`src/rtl/l1_arb_pkg.sv`:
```
// Shared owner type, default sizing and the byte-swap helper for the L1 port arbiter.
package l1_arb_pkg;

    typedef enum logic [1:0] {
        OWN_NONE = 2'd0,
        OWN_IF   = 2'd1,
        OWN_D    = 2'd2
    } owner_t;

    localparam int DEF_MEM_WORDS  = 3072;
    localparam int DEF_ADDR_W     = 12;
    localparam int DEF_STARVE_MAX = 4;

    // Reverses byte order so a little-endian memory word reads in instruction order.
    function automatic logic [31:0] bswap32(input logic [31:0] w);
        return {w[7:0], w[15:8], w[23:16], w[31:24]};
    endfunction

endpackage

```
`src/rtl/l1_starve_cnt.sv`:
```
// Saturating count of consecutive fetch denials; at_max tells the arbiter to let fetch win.
module l1_starve_cnt #(
    parameter int MAX = 4
) (
    input  logic clk,
    input  logic reset_n,
    input  logic inc,
    input  logic clr,
    output logic at_max
);

    logic [3:0] count;

    assign at_max = (count == 4'(MAX));

    always_ff @(posedge clk) begin
        if (!reset_n) begin
            count <= '0;
        end else if (clr) begin
            count <= '0;
        end else if (inc && !at_max) begin
            count <= count + 4'd1;
        end
    end

endmodule

```
`src/rtl/l1_port_arbiter.sv`:
```
// Shares the single-port L1 BRAM between instruction fetch and the data bus (data first, fetch starvation guard).
// Define FETCH_BSWAP_EN to byte-reverse fetch read data into instruction order.
module l1_port_arbiter
    import l1_arb_pkg::*;
#(
    parameter int MEM_WORDS  = DEF_MEM_WORDS,
    parameter int ADDR_W     = DEF_ADDR_W,
    parameter int STARVE_MAX = DEF_STARVE_MAX
) (
    input  logic              clk,
    input  logic              reset_n,
    input  logic              if_req,
    input  logic [63:0]       if_addr,
    output logic              if_gnt,
    output logic              if_rvalid,
    output logic [31:0]       if_rdata,
    output logic              if_err,
    input  logic              d_req,
    input  logic              d_we,
    input  logic [63:0]       d_addr,
    input  logic [31:0]       d_wdata,
    output logic              d_gnt,
    output logic              d_rvalid,
    output logic [31:0]       d_rdata,
    output logic              d_err,
    output logic              mem_en,
    output logic              mem_we,
    output logic [ADDR_W-1:0] mem_addr,
    output logic [31:0]       mem_wdata,
    input  logic [31:0]       mem_rdata
);

    localparam logic [63:0] MEM_BYTES = 64'(MEM_WORDS) << 2;

    logic        if_legal;
    logic        d_legal;
    logic        starve_max;
    logic        grant_if;
    logic        grant_d;
    owner_t      resp_own;
    logic        resp_err;
    logic [31:0] if_rdata_q;
    logic [31:0] d_rdata_q;
    logic [31:0] if_word;

    assign if_legal = (if_addr[1:0] == 2'b00) && (if_addr < MEM_BYTES);
    assign d_legal  = (d_addr[1:0] == 2'b00) && (d_addr < MEM_BYTES);

    // Data normally wins; a fetch that has been denied STARVE_MAX times in a row takes the port.
    assign grant_d  = d_req && !(if_req && starve_max);
    assign grant_if = if_req && !grant_d;
    assign if_gnt   = grant_if;
    assign d_gnt    = grant_d;

    l1_starve_cnt #(
        .MAX (STARVE_MAX)
    ) u_starve_cnt (
        .clk     (clk),
        .reset_n (reset_n),
        .inc     (if_req && !grant_if),
        .clr     (!if_req || grant_if),
        .at_max  (starve_max)
    );

    // Illegal requests are still granted so the requester moves on, but never reach the BRAM.
    assign mem_en    = (grant_d && d_legal) || (grant_if && if_legal);
    assign mem_we    = grant_d && d_legal && d_we;
    assign mem_addr  = grant_d ? d_addr[ADDR_W+1:2] : if_addr[ADDR_W+1:2];
    assign mem_wdata = d_wdata;

`ifdef FETCH_BSWAP_EN
    assign if_word = bswap32(mem_rdata);
`else
    assign if_word = mem_rdata;
`endif

    assign if_rvalid = (resp_own == OWN_IF);
    assign d_rvalid  = (resp_own == OWN_D);
    assign if_err    = if_rvalid && resp_err;
    assign d_err     = d_rvalid && resp_err;

    // BRAM data arrives in the response cycle; the non-owner keeps showing its last word.
    always_comb begin
        if_rdata = if_rdata_q;
        d_rdata  = d_rdata_q;
        if (resp_own == OWN_IF) begin
            if_rdata = resp_err ? 32'h0 : if_word;
        end
        if (resp_own == OWN_D) begin
            d_rdata = resp_err ? 32'h0 : mem_rdata;
        end
    end

    // Legal data writes complete at grant, so only reads and errors earn a response slot.
    always_ff @(posedge clk) begin
        if (!reset_n) begin
            resp_own   <= OWN_NONE;
            resp_err   <= 1'b0;
            if_rdata_q <= '0;
            d_rdata_q  <= '0;
        end else begin
            if_rdata_q <= if_rdata;
            d_rdata_q  <= d_rdata;
            if (grant_if) begin
                resp_own <= OWN_IF;
                resp_err <= !if_legal;
            end else if (grant_d && (!d_we || !d_legal)) begin
                resp_own <= OWN_D;
                resp_err <= !d_legal;
            end else begin
                resp_own <= OWN_NONE;
                resp_err <= 1'b0;
            end
        end
    end

endmodule

```
`config.mk`:
```
export PLATFORM = sky130hd
export DESIGN_NAME = l1_port_arbiter
export DESIGN_NICKNAME = d
export VERILOG_FILES = /design/src/rtl/l1_arb_pkg.sv /design/src/rtl/l1_starve_cnt.sv /design/src/rtl/l1_port_arbiter.sv
export SDC_FILE = /design/constraint.sdc
export NUM_CORES = 1
export LEC_CHECK = 0
export CAP_MARGIN = 20
export CORE_AREA = 2 2 122 124
export DETAILED_ROUTE_END_ITERATION = 6
export DIE_AREA = 0 0 124 126
export MAX_ROUTING_LAYER = met4
export PLACE_DENSITY = 0.65
export SYNTH_ARGS = -nofsm -noshare
export SYNTH_HDL_FRONTEND = slang
export SYNTH_SLANG_ARGS = --single-unit
```
`constraint.sdc`:
```
create_clock -name clk -period 2.7 [get_ports clk]
set_input_delay 0.405 -clock clk [delete_from_list [all_inputs] [get_ports clk]]
set_output_delay 0.405 -clock clk [all_outputs]
set_load 0.005 [all_outputs]
```
**Word-level counts from Yosys, hierarchy flattened**

Index checks and enable logic that the tools add are counted.

- Magnitude comparators: 2
- $add $sub $neg: 1
- Reduce and logical (&&, ||, !) cells: 28
- Equal/unequal tests: 3
- Bitwise logic cells: 1
- Multiplexer cells: 8

Operators with widths:

| cell | number |
|---|---|
| 64-bit by 14-bit less-than comparator with 1-bit output, second input constant | 2 |
| 32-bit two-way mux | 3 |
| 1-bit logical AND | 13 |
| 12-bit two-way mux | 1 |
| 1-bit zero test | 8 |
| 4-bit by 1-bit adder with 4-bit output, second input constant | 1 |
| 4-bit by 3-bit == test with 1-bit output, second input constant | 1 |
| 2-bit zero test | 2 |
| 2-bit OR reduction | 2 |
| 1-bit logical OR | 3 |
| 1-bit two-way mux | 3 |
| 2-bit by 1-bit == test with 1-bit output, second input constant | 1 |
| 2-bit == test, second input constant | 1 |
| 2-bit two-way mux | 1 |
| 1-bit NOT | 1 |

- Output and inout bits: 116
- Bits of input ports: 197
- Flip-flop bits (word level): 71
- Word-level logic and storage cells: 49

**Depth between registers and ports, before layout**

Gate-level depths: netlist of the first run.

- Word-level depth: 9
- Gate-level depth with buffers: 8
- Mapped depth without buffers: 6

**Hierarchy**

Synthesis of the first run repeated with hierarchy kept, for this count alone.

- Cell total of the unflattened synthesis: 445
- Area, all modules: 3459.6 µm²

By module, submodules not included:

| module | area each (µm²) | seq. area each (µm²) | cells an instance | times used |
|---|---|---|---|---|
| l1_port_arbiter | 3255.6 | 1341.3 | 419 | 1 |
| l1_starve_cnt | 203.9 | 80.1 | 26 | 1 |

**Worst setup path before layout of the first run**

No wires, ideal clock.

- Path type: register -> output
- Start: register u_starve_cnt.count[0]
- End: output mem_addr[10]
- Cell stages (with the launch flop): 8
- Slack: 864 ps
- Buffers on the path: 2
- Data arrival time: 1431 ps
- Path through: dfxtp_1 > inv_1 > ha_1 > nand3b_1 > o21a_1 > buf_2 > buf_6 > mux2_2

- Cells in the longest elaborated chain, start to end: 5

RTL lines:

| item | RTL line | source |
|---|---|---|
| start: declaration | l1_starve_cnt.sv:12 | `logic [3:0] count;` |
| start signal: assignment | l1_starve_cnt.sv:22 | `count <= count + 4'd1;` |
| 4-bit by 3-bit == test with 1-bit output | l1_starve_cnt.sv:14 | `assign at_max = (count == 4'(MAX));` |
| 1-bit logical AND | l1_port_arbiter.sv:50 | `assign grant_d = d_req && !(if_req && starve_max);` |
| 1-bit zero test | l1_port_arbiter.sv:50 |  |
| 1-bit logical AND | l1_port_arbiter.sv:50 |  |
| net d_gnt | l1_port_arbiter.sv:22 | `output logic d_gnt,` |
| 12-bit two-way mux | l1_port_arbiter.sv:68 | `assign mem_addr = grant_d ? d_addr[ADDR_W+1:2] : if_addr[ADDR_W+1:2];` |
| end: declaration | l1_port_arbiter.sv:28 | `output logic [ADDR_W-1:0] mem_addr,` |

The timed path passes the listed nets, and every way through them passes these cells.

**Final worst setup path of the first run**

- Start: input if_addr[62]
- End: output mem_en

- Cells in the longest elaborated chain, start to end: 4

RTL lines:

| item | RTL line | source |
|---|---|---|
| start: declaration | l1_port_arbiter.sv:13 | `input logic [63:0] if_addr,` |
| 64-bit by 14-bit less-than comparator with 1-bit output | l1_port_arbiter.sv:46 | `assign if_legal = (if_addr[1:0] == 2'b00) && (if_addr < MEM_BYTES);` |
| 1-bit logical AND | l1_port_arbiter.sv:46 |  |
| 1-bit logical AND | l1_port_arbiter.sv:66 | `assign mem_en = (grant_d && d_legal) \|\| (grant_if && if_legal);` |
| 1-bit logical OR | l1_port_arbiter.sv:66 |  |
| end: declaration | l1_port_arbiter.sv:26 | `output logic mem_en,` |

No other way between the ends.

==> results of run 1 <==
-- worst max-delay path, cell delays in order --
cell and delay, ns:
sky130_fd_sc_hd__clkdlybuf4s50_1 0.42, sky130_fd_sc_hd__nor4_2 0.38, sky130_fd_sc_hd__nand4_1 0.18, sky130_fd_sc_hd__nor4_1 0.31, sky130_fd_sc_hd__buf_4 0.17, sky130_fd_sc_hd__a22o_1 0.11, sky130_fd_sc_hd__clkdlybuf4s15_1 0.22
-- per-layer routing --
layer / global-route usage, % / part of all wire (%) / vias to the layer above
li1: - / - / 1837
met1: 17.5 / 37 / 1697
met2: 30.3 / 53 / 177
met3: 5.30 / 8.6 / 19
met4: 5.82 / 2.2 / 0
met5: - / 0 / -
-- sequential cells by signal, summed over array words and instances (netlist names) --
signal              cells
u_starve_cnt.count      4
resp_err                1
d_rdata_q              32
resp_own                2
if_rdata_q             32
-- cell families (layout without fill, tap and decap cells) --
group | count (synthesis) | in the layout | share of synthesized area, %
and+or+nand+nor | 213 | 213 | 31.6
DFF | 71 | 71 | 41.6
AOI/OAI and AO/OA | 69 | 69 | 10.4
buffers and inverters | 65 | 282 | 11.2
muxes | 12 | 12 | 3.96
adders and majority gates | 2 | 2 | 0.733
xor gates and xnor gates | 2 | 2 | 0.513
-- where the power goes --
part	total, W	internal, W	leakage, nW	switching, W
combinational	0.000581	0.000384	1.62	0.000197
sequential	0.00109	0.00108	0.577	0.00000938
clock	0.00108	0.000669	0.136	0.000414
total	0.00275	0.00213	2.33	0.000620
-- metrics by stage --
step           total power, W  setup slack (ns)
6_report              0.00275            0.0987
3_3_place_gp          0.00169            -0.439
5_1_grt               0.00290          0.000506
3_5_place_dp          0.00170            -0.401
2_1_floorplan         0.00130             0.864
4_1_cts               0.00280            0.0244
-- what timing repair did --
action / CTS / global route
pin swaps: 2 / 0
endpoints found under the setup margin: 2 / 25
resized for setup: 4 / 7
setup buffers: 0 / 1
gates cloned: 0 / 0
-- final cells by class --
| type | count | area [sq um] | area share (%) |
|---|---|---|---|
| timing repair buffer | 259 | 2620 | 42.2 |
| multi-input combinational | 298 | 1630 | 26.2 |
| sequential | 71 | 1430 | 23.0 |
| clock buffer | 13 | 260 | 4.20 |
| tap | 184 | 230 | 3.71 |
| inverter | 7 | 26.3 | 0.424 |
| clock inverter | 3 | 17.5 | 0.282 |
-- cell usage in the layout, fill, tap and decap left out, types with 2 or more instances in the layout --
cell type and count:
sky130_fd_sc_hd__inv_1 6, sky130_fd_sc_hd__and2_1 65, sky130_fd_sc_hd__nor4_1 25, sky130_fd_sc_hd__nor2_1 6, sky130_fd_sc_hd__a21oi_1 2, sky130_fd_sc_hd__clkdlybuf4s50_1 244
sky130_fd_sc_hd__buf_4 7, sky130_fd_sc_hd__clkinv_2 2, sky130_fd_sc_hd__nand2_1 101, sky130_fd_sc_hd__clkbuf_8 2, sky130_fd_sc_hd__nand4_1 7, sky130_fd_sc_hd__dlymetal6s2s_1 2
sky130_fd_sc_hd__o21ai_0 64, sky130_fd_sc_hd__mux2_2 12, sky130_fd_sc_hd__clkbuf_16 9, sky130_fd_sc_hd__nor4_2 3, sky130_fd_sc_hd__dfxtp_1 70, sky130_fd_sc_hd__ha_1 2
sky130_fd_sc_hd__buf_12 4, sky130_fd_sc_hd__clkbuf_1 2
-- final timing paths --
kind,start,end,slack (ns),depth (start not counted)
worst max register to register,u_starve_cnt.count[0]$_SDFFE_PP0P_,resp_err$_SDFF_PN0_,1.23,8
worst min-delay path,u_starve_cnt.count[0]$_SDFFE_PP0P_,u_starve_cnt.count[0]$_SDFFE_PP0P_,0.43,1
worst min register to register,u_starve_cnt.count[0]$_SDFFE_PP0P_,u_starve_cnt.count[0]$_SDFFE_PP0P_,0.43,1
worst max-delay path,if_addr[62],mem_en,0.1,7
==> results.txt, run 1 <==
----------------------------------------------------
[CTS]
  Maximum count of clock buffers along a single path ... 2
  Clock tree from TritonCTS ... done
  Clock latency at the later pin of the worst-skew pair ... 0.32 ns
  Number of buffers inserted by hold repair at cts ... 0
  Clock transition at the registers of the reported paths ... 0.05 ns
  Level count of the clock H-tree ... 3
  Clock sink total ... 71
  CTS root buf ... sky130_fd_sc_hd__clkbuf_16
  Number of CTS-inserted buffers ... 9

[Synth]
  Most common cell in the netlist ... sky130_fd_sc_hd__nand2_1
  Main flop type after synthesis ... sky130_fd_sc_hd__dfxtp_1
  Register bit total from synthesis ... 71
  Share of flip-flops with an asynchronous set or reset ... 0%
  Per-instance average area after synthesis ... 7.87 sq um
  Fraction of synthesized cell area taken by the top area cell type ... 41.6%
  Most instantiated cells after synthesis ... sky130_fd_sc_hd__nand2_1, sky130_fd_sc_hd__dfxtp_1, sky130_fd_sc_hd__and2_1, sky130_fd_sc_hd__o21ai_0, sky130_fd_sc_hd__buf_4
  Library cell with the largest summed area after synthesis ... sky130_fd_sc_hd__dfxtp_1
  Count of cell types in the netlist ... 27
  Netlist area before placement ... 3410 sq um
  Number of synthesized flops with an enable pin ... 0
  Number of warning messages in the yosys log ... 0
  Proportion of synthesized chip area in sequential cells ... 41.6%
  Synth Net Count ... 633
  Cells taking the most area after synthesis ... sky130_fd_sc_hd__dfxtp_1, sky130_fd_sc_hd__and2_1, sky130_fd_sc_hd__nand2_1, sky130_fd_sc_hd__o21ai_0, sky130_fd_sc_hd__buf_4
  Mapped Cells ... 434

[Pwr]
  Maximum resistive drop on vdd ... 0.000265 V
  Power per unit of standard cell area ... 444 nW/um^2
  Leakage Power ... 2.33 nW

[STA]
  Setup repair after global routing missed its margin ... false
  Final Max Tran Viols ... 0
  Total negative setup slack ... 0 ns
  Worst relative slew slack ... 52.6%
  Hold Fails Final Rpt ... 0
  Measured slew at the worst slew-check pin ... 0.709 ns
  Final critical-path share of the clock period ... 96.3%
  Worst Skew ... 0.00555 ns
  Worst hold-check slack ... 0.433 ns
  Final Critical Period ... 2.60 ns
  Max Clock Freq ... 384 MHz
  Number of endpoints failing setup at the final stage ... 0

[Place]
  Number of buffers inserted by port buffering ... 248
  Number of instances in the placed design ... 818
  Final weighted congestion of routability-driven global placement ... 0.888
  Post-detailed-placement cell area ... 5900 sq um
  HPWL after detailed placement ... 10600 um

[Floorplanning]
  Die Width ... 124 um
  Core Area ... 14300 sq um
  Die Outline Area ... 15600 sq um
  Floorplan die height ... 126 um
  Initial core utilization ... 23.9%
  Floorplan row count ... 44
  IO Count ... 313

[Drt]
  Drt wl/cell ... 15.6 um
  Total DRC errors in the routed layout ... 0
  Total vias in the final route ... 3730
  Post-detailed-route count of antenna-violating nets ... 0
  Vias/cell ... 4.47
  Routed Wire Length ... 13000 um
  Iteration count of the initial detailed-routing pass ... 4
  Initial DRC Count ... 180

[Layout]
  Number of standard cells in the layout, taps in and fillers out ... 835
  Total non-filler cell area in the finished layout ... 6200 sq um
  Net count of the finished layout ... 845
  Antenna cells ... 0
  Ratio of cells with drive above 1 in the final layout ... 6.76%
  Fill cells ... 1408
  Core Util, Final ... 43.3%
  Area growth from synthesis to layout ... 81.6%

[Critical path]
  Setup crit end kind ... output pin
  Required arrival time at the worst endpoint ... 2.30 ns
  Crit Path Category ... input port to output pin
  Critical path arrival ... 2.20 ns
  Top fanout value on the critical path ... 2
  CP startpoint kind ... input port

[Outcome]
  Status ... finished, final reports clean

[Global route]
  Pin count of the biggest net entering global routing ... 67
  Vias in the first global route ... 3753
  GRT Resource Usage Total ... 17.0%
  Number of antenna violations at the first check in global routing ... 0
  First-pass GRT wire length ... 19600 um
  Gr ovfl total ... 0

[Job]
  Count of maximum capacitance violations ... 0

[Min path]
  Hold Crit Class ... flip-flop to flip-flop

----------------------------------------------------
Note: power is estimated with default switching activity, not from simulation.
==> run 2: changes to the inputs <==
--- a/config.mk
+++ b/config.mk
@@ -6,11 +6,11 @@
 export NUM_CORES = 1
 export LEC_CHECK = 0
 export CAP_MARGIN = 20
-export CORE_AREA = 2 2 122 124
+export CORE_MARGIN = 4
+export CORE_UTILIZATION = 26
 export DETAILED_ROUTE_END_ITERATION = 6
-export DIE_AREA = 0 0 124 126
 export MAX_ROUTING_LAYER = met4
-export PLACE_DENSITY = 0.65
+export PLACE_DENSITY = 0.7
 export SYNTH_ARGS = -nofsm -noshare
 export SYNTH_HDL_FRONTEND = slang
 export SYNTH_SLANG_ARGS = --single-unit
==> results.txt, run 2 (synthesis gave the netlist of run 1 again) <==
----------------------------------------------------
[Pwr]
  Maximum resistive drop on vdd ... 0.000295 V
  Power per unit of standard cell area ... 456 nW/um^2
  Switching portion of total power ... 23.0%
  Portion of total power attributed to the clock network ... 41.0%
  Part of the power in registers ... 38.5%
  Leakage Power ... 2.32 nW
  Power share of the combinational group ... 20.5%
  Power spent charging and discharging nets ... 0.000650 W
  Cell internal pwr ... 0.00218 W

[Drt]
  Total vias in the final route ... 3723
  Total DRC errors in the routed layout ... 0
  Iteration count of the initial detailed-routing pass ... 4
  Routed Wire Length ... 13200 um
  Drt wl/cell ... 16.0 um
  Initial DRC Count ... 163
  Post-detailed-route count of antenna-violating nets ... 0
  Vias/cell ... 4.51

[STA]
  Number of endpoints failing setup at the final stage ... 0
  Setup repair after global routing missed its margin ... false
  Measured slew at the worst slew-check pin ... 0.631 ns
  Worst hold-check slack ... 0.439 ns
  Final critical-path share of the clock period ... 94.9%
  Worst Skew ... 0.00424 ns
  Max Clock Freq ... 390 MHz
  Hold Fails Final Rpt ... 0
  Final Critical Period ... 2.56 ns
  Worst relative slew slack ... 57.8%
  Final Max Tran Viols ... 0

[Critical path]
  Setup crit end kind ... output pin
  CP startpoint kind ... flip-flop
  Cell-by-cell listing of the critical path ... inv_1 > ha_1 > nand3b_1 > o21a_1 > buf_6 > mux2_2 > clkdlybuf4s50_1
  Biggest cell delay along the critical path ... 0.47 ns
  Top fanout value on the critical path ... 14
  Required arrival time at the worst endpoint ... 2.30 ns
  Critical path arrival ... 2.16 ns
  Cell with the largest stage delay on the worst path ... sky130_fd_sc_hd__clkdlybuf4s50_1
  Crit Path Category ... flip-flop to output pin

[Place]
  Number of buffers inserted by port buffering ... 248
  Final weighted congestion of routability-driven global placement ... 0.964
  HPWL after detailed placement ... 11000 um
  Number of instances in the placed design ... 808
  Post-detailed-placement cell area ... 5860 sq um

[Floorplanning]
  Initial core utilization ... 26.8%
  Core Area ... 12700 sq um
  IO Count ... 313
  Floorplan die height ... 123 um
  Die Width ... 123 um
  Die Outline Area ... 15000 sq um
  Floorplan row count ... 41

[Global route]
  Vias in the first global route ... 3884
  First-pass GRT wire length ... 19500 um
  Gr ovfl total ... 0
  Pin count of the biggest net entering global routing ... 35
  GRT Resource Usage Total ... 17.3%
  Number of antenna violations at the first check in global routing ... 0

[CTS]
  Number of CTS-inserted buffers ... 9
  Clock tree from TritonCTS ... done
  Level count of the clock H-tree ... 3
  Clock transition at the registers of the reported paths ... 0.05 ns
  Clock sink total ... 71
  CTS root buf ... sky130_fd_sc_hd__clkbuf_16
  Maximum count of clock buffers along a single path ... 2
  Clock latency at the later pin of the worst-skew pair ... 0.33 ns

[Layout]
  Antenna cells ... 0
  Most common cell after layout, fill and taps aside ... sky130_fd_sc_hd__clkdlybuf4s50_1
  Combined flip-flop and latch cell area ... 1420 sq um
  Largest registers ... d_rdata_q: 32 flops, if_rdata_q: 32 flops, u_starve_cnt.count: 4 flops
  Area growth from synthesis to layout ... 82.0%
  Core Util, Final ... 48.9%
  Net count of the finished layout ... 848
  Fill cells ... 1251
  Most frequent cells in the layout ... sky130_fd_sc_hd__clkdlybuf4s50_1, sky130_fd_sc_hd__nand2_1, sky130_fd_sc_hd__dfxtp_1
  Number of standard cells in the layout, taps in and fillers out ... 826
  Ratio of cells with drive above 1 in the final layout ... 7.65%
  Total non-filler cell area in the finished layout ... 6220 sq um
  Combined area of the multi-input logic cells ... 1650 sq um

[Min path]
  Hold Crit Class ... flip-flop to flip-flop

[Outcome]
  Status ... finished, final reports clean

[Job]
  Count of maximum capacitance violations ... 0

----------------------------------------------------
run 2: through the flow:
step	TNS (ns)	power [W]	setup slack, ns
after global routing	0	0.00297	0.00980
after floorplan	0	0.00130	0.864
final	0	0.00283	0.139
after detailed placement	-0.425	0.00169	-0.220
after CTS	0	0.00287	0.0220
after global placement	-0.405	0.00168	-0.208
run 2: worst max-delay path, delay by kind of cell, from the launching register on:
| family | cells | cell delay (ns) |
|---|---|---|
| AO/OA/AOI/OAI | 1 | 0.14 |
| adder cells (fa/ha/maj) | 1 | 0.17 |
| buffers and inverters | 3 | 0.70 |
| flip-flops | 1 | 0.36 |
| multiplexers | 1 | 0.34 |
| AND/OR/NAND/NOR | 1 | 0.12 |
run 2: layout make-up:
class,instances,share of cell area (%)
Timing Repair Buffer,262,41.8
Multi-Input combinational cell,298,26.6
Sequential cell,71,22.9
Clock buffer,10,3.68
Tap cell,172,3.46
Clock inverter,6,1.13
Inverter,7,0.423
run 2: routing by layer:
| layer | track usage [%] | wire length [um] |
|---|---|---|
| met5 | - | 0 |
| met4 | 4.76 | 238 |
| met3 | 5.25 | 1010 |
| met2 | 31.3 | 7110 |
| met1 | 18.2 | 4890 |
run 2: worst paths after layout:
kind | start | endpoint | slack, ns | depth (start not counted)
max | u_starve_cnt.count[1]$_SDFFE_PP0P_ | mem_addr[11] | 0.14 | 7
min reg2reg | u_starve_cnt.count[0]$_SDFFE_PP0P_ | u_starve_cnt.count[0]$_SDFFE_PP0P_ | 0.44 | 1
max reg2reg | resp_own[0]$_SDFF_PN0_ | d_rdata_q[16]$_SDFF_PN0_ | 1.24 | 4
min | u_starve_cnt.count[0]$_SDFFE_PP0P_ | u_starve_cnt.count[0]$_SDFFE_PP0P_ | 0.44 | 1
run 2: timing repair:
| item | in CTS | in global routing |
|---|---|---|
| pin swaps | 8 | 0 |
| resized for setup | 7 | 3 |
| hold buffers | 0 | 0 |
| endpoints found under the setup margin | 4 | 20 |
| setup buffers | 0 | 2 |
| cloned | 0 | 0 |
run 2: power by group through the flow:
stage | clock network (W) | registers [W] | logic (W)
2_1_floorplan | 0 | 0.00111 | 0.000192
3_5_place_dp | 0 | 0.00111 | 0.000577
4_1_cts | 0.00120 | 0.00109 | 0.000584
5_1_grt | 0.00125 | 0.00109 | 0.000625
3_3_place_gp | 0 | 0.00111 | 0.000570
6_report | 0.00116 | 0.00109 | 0.000579
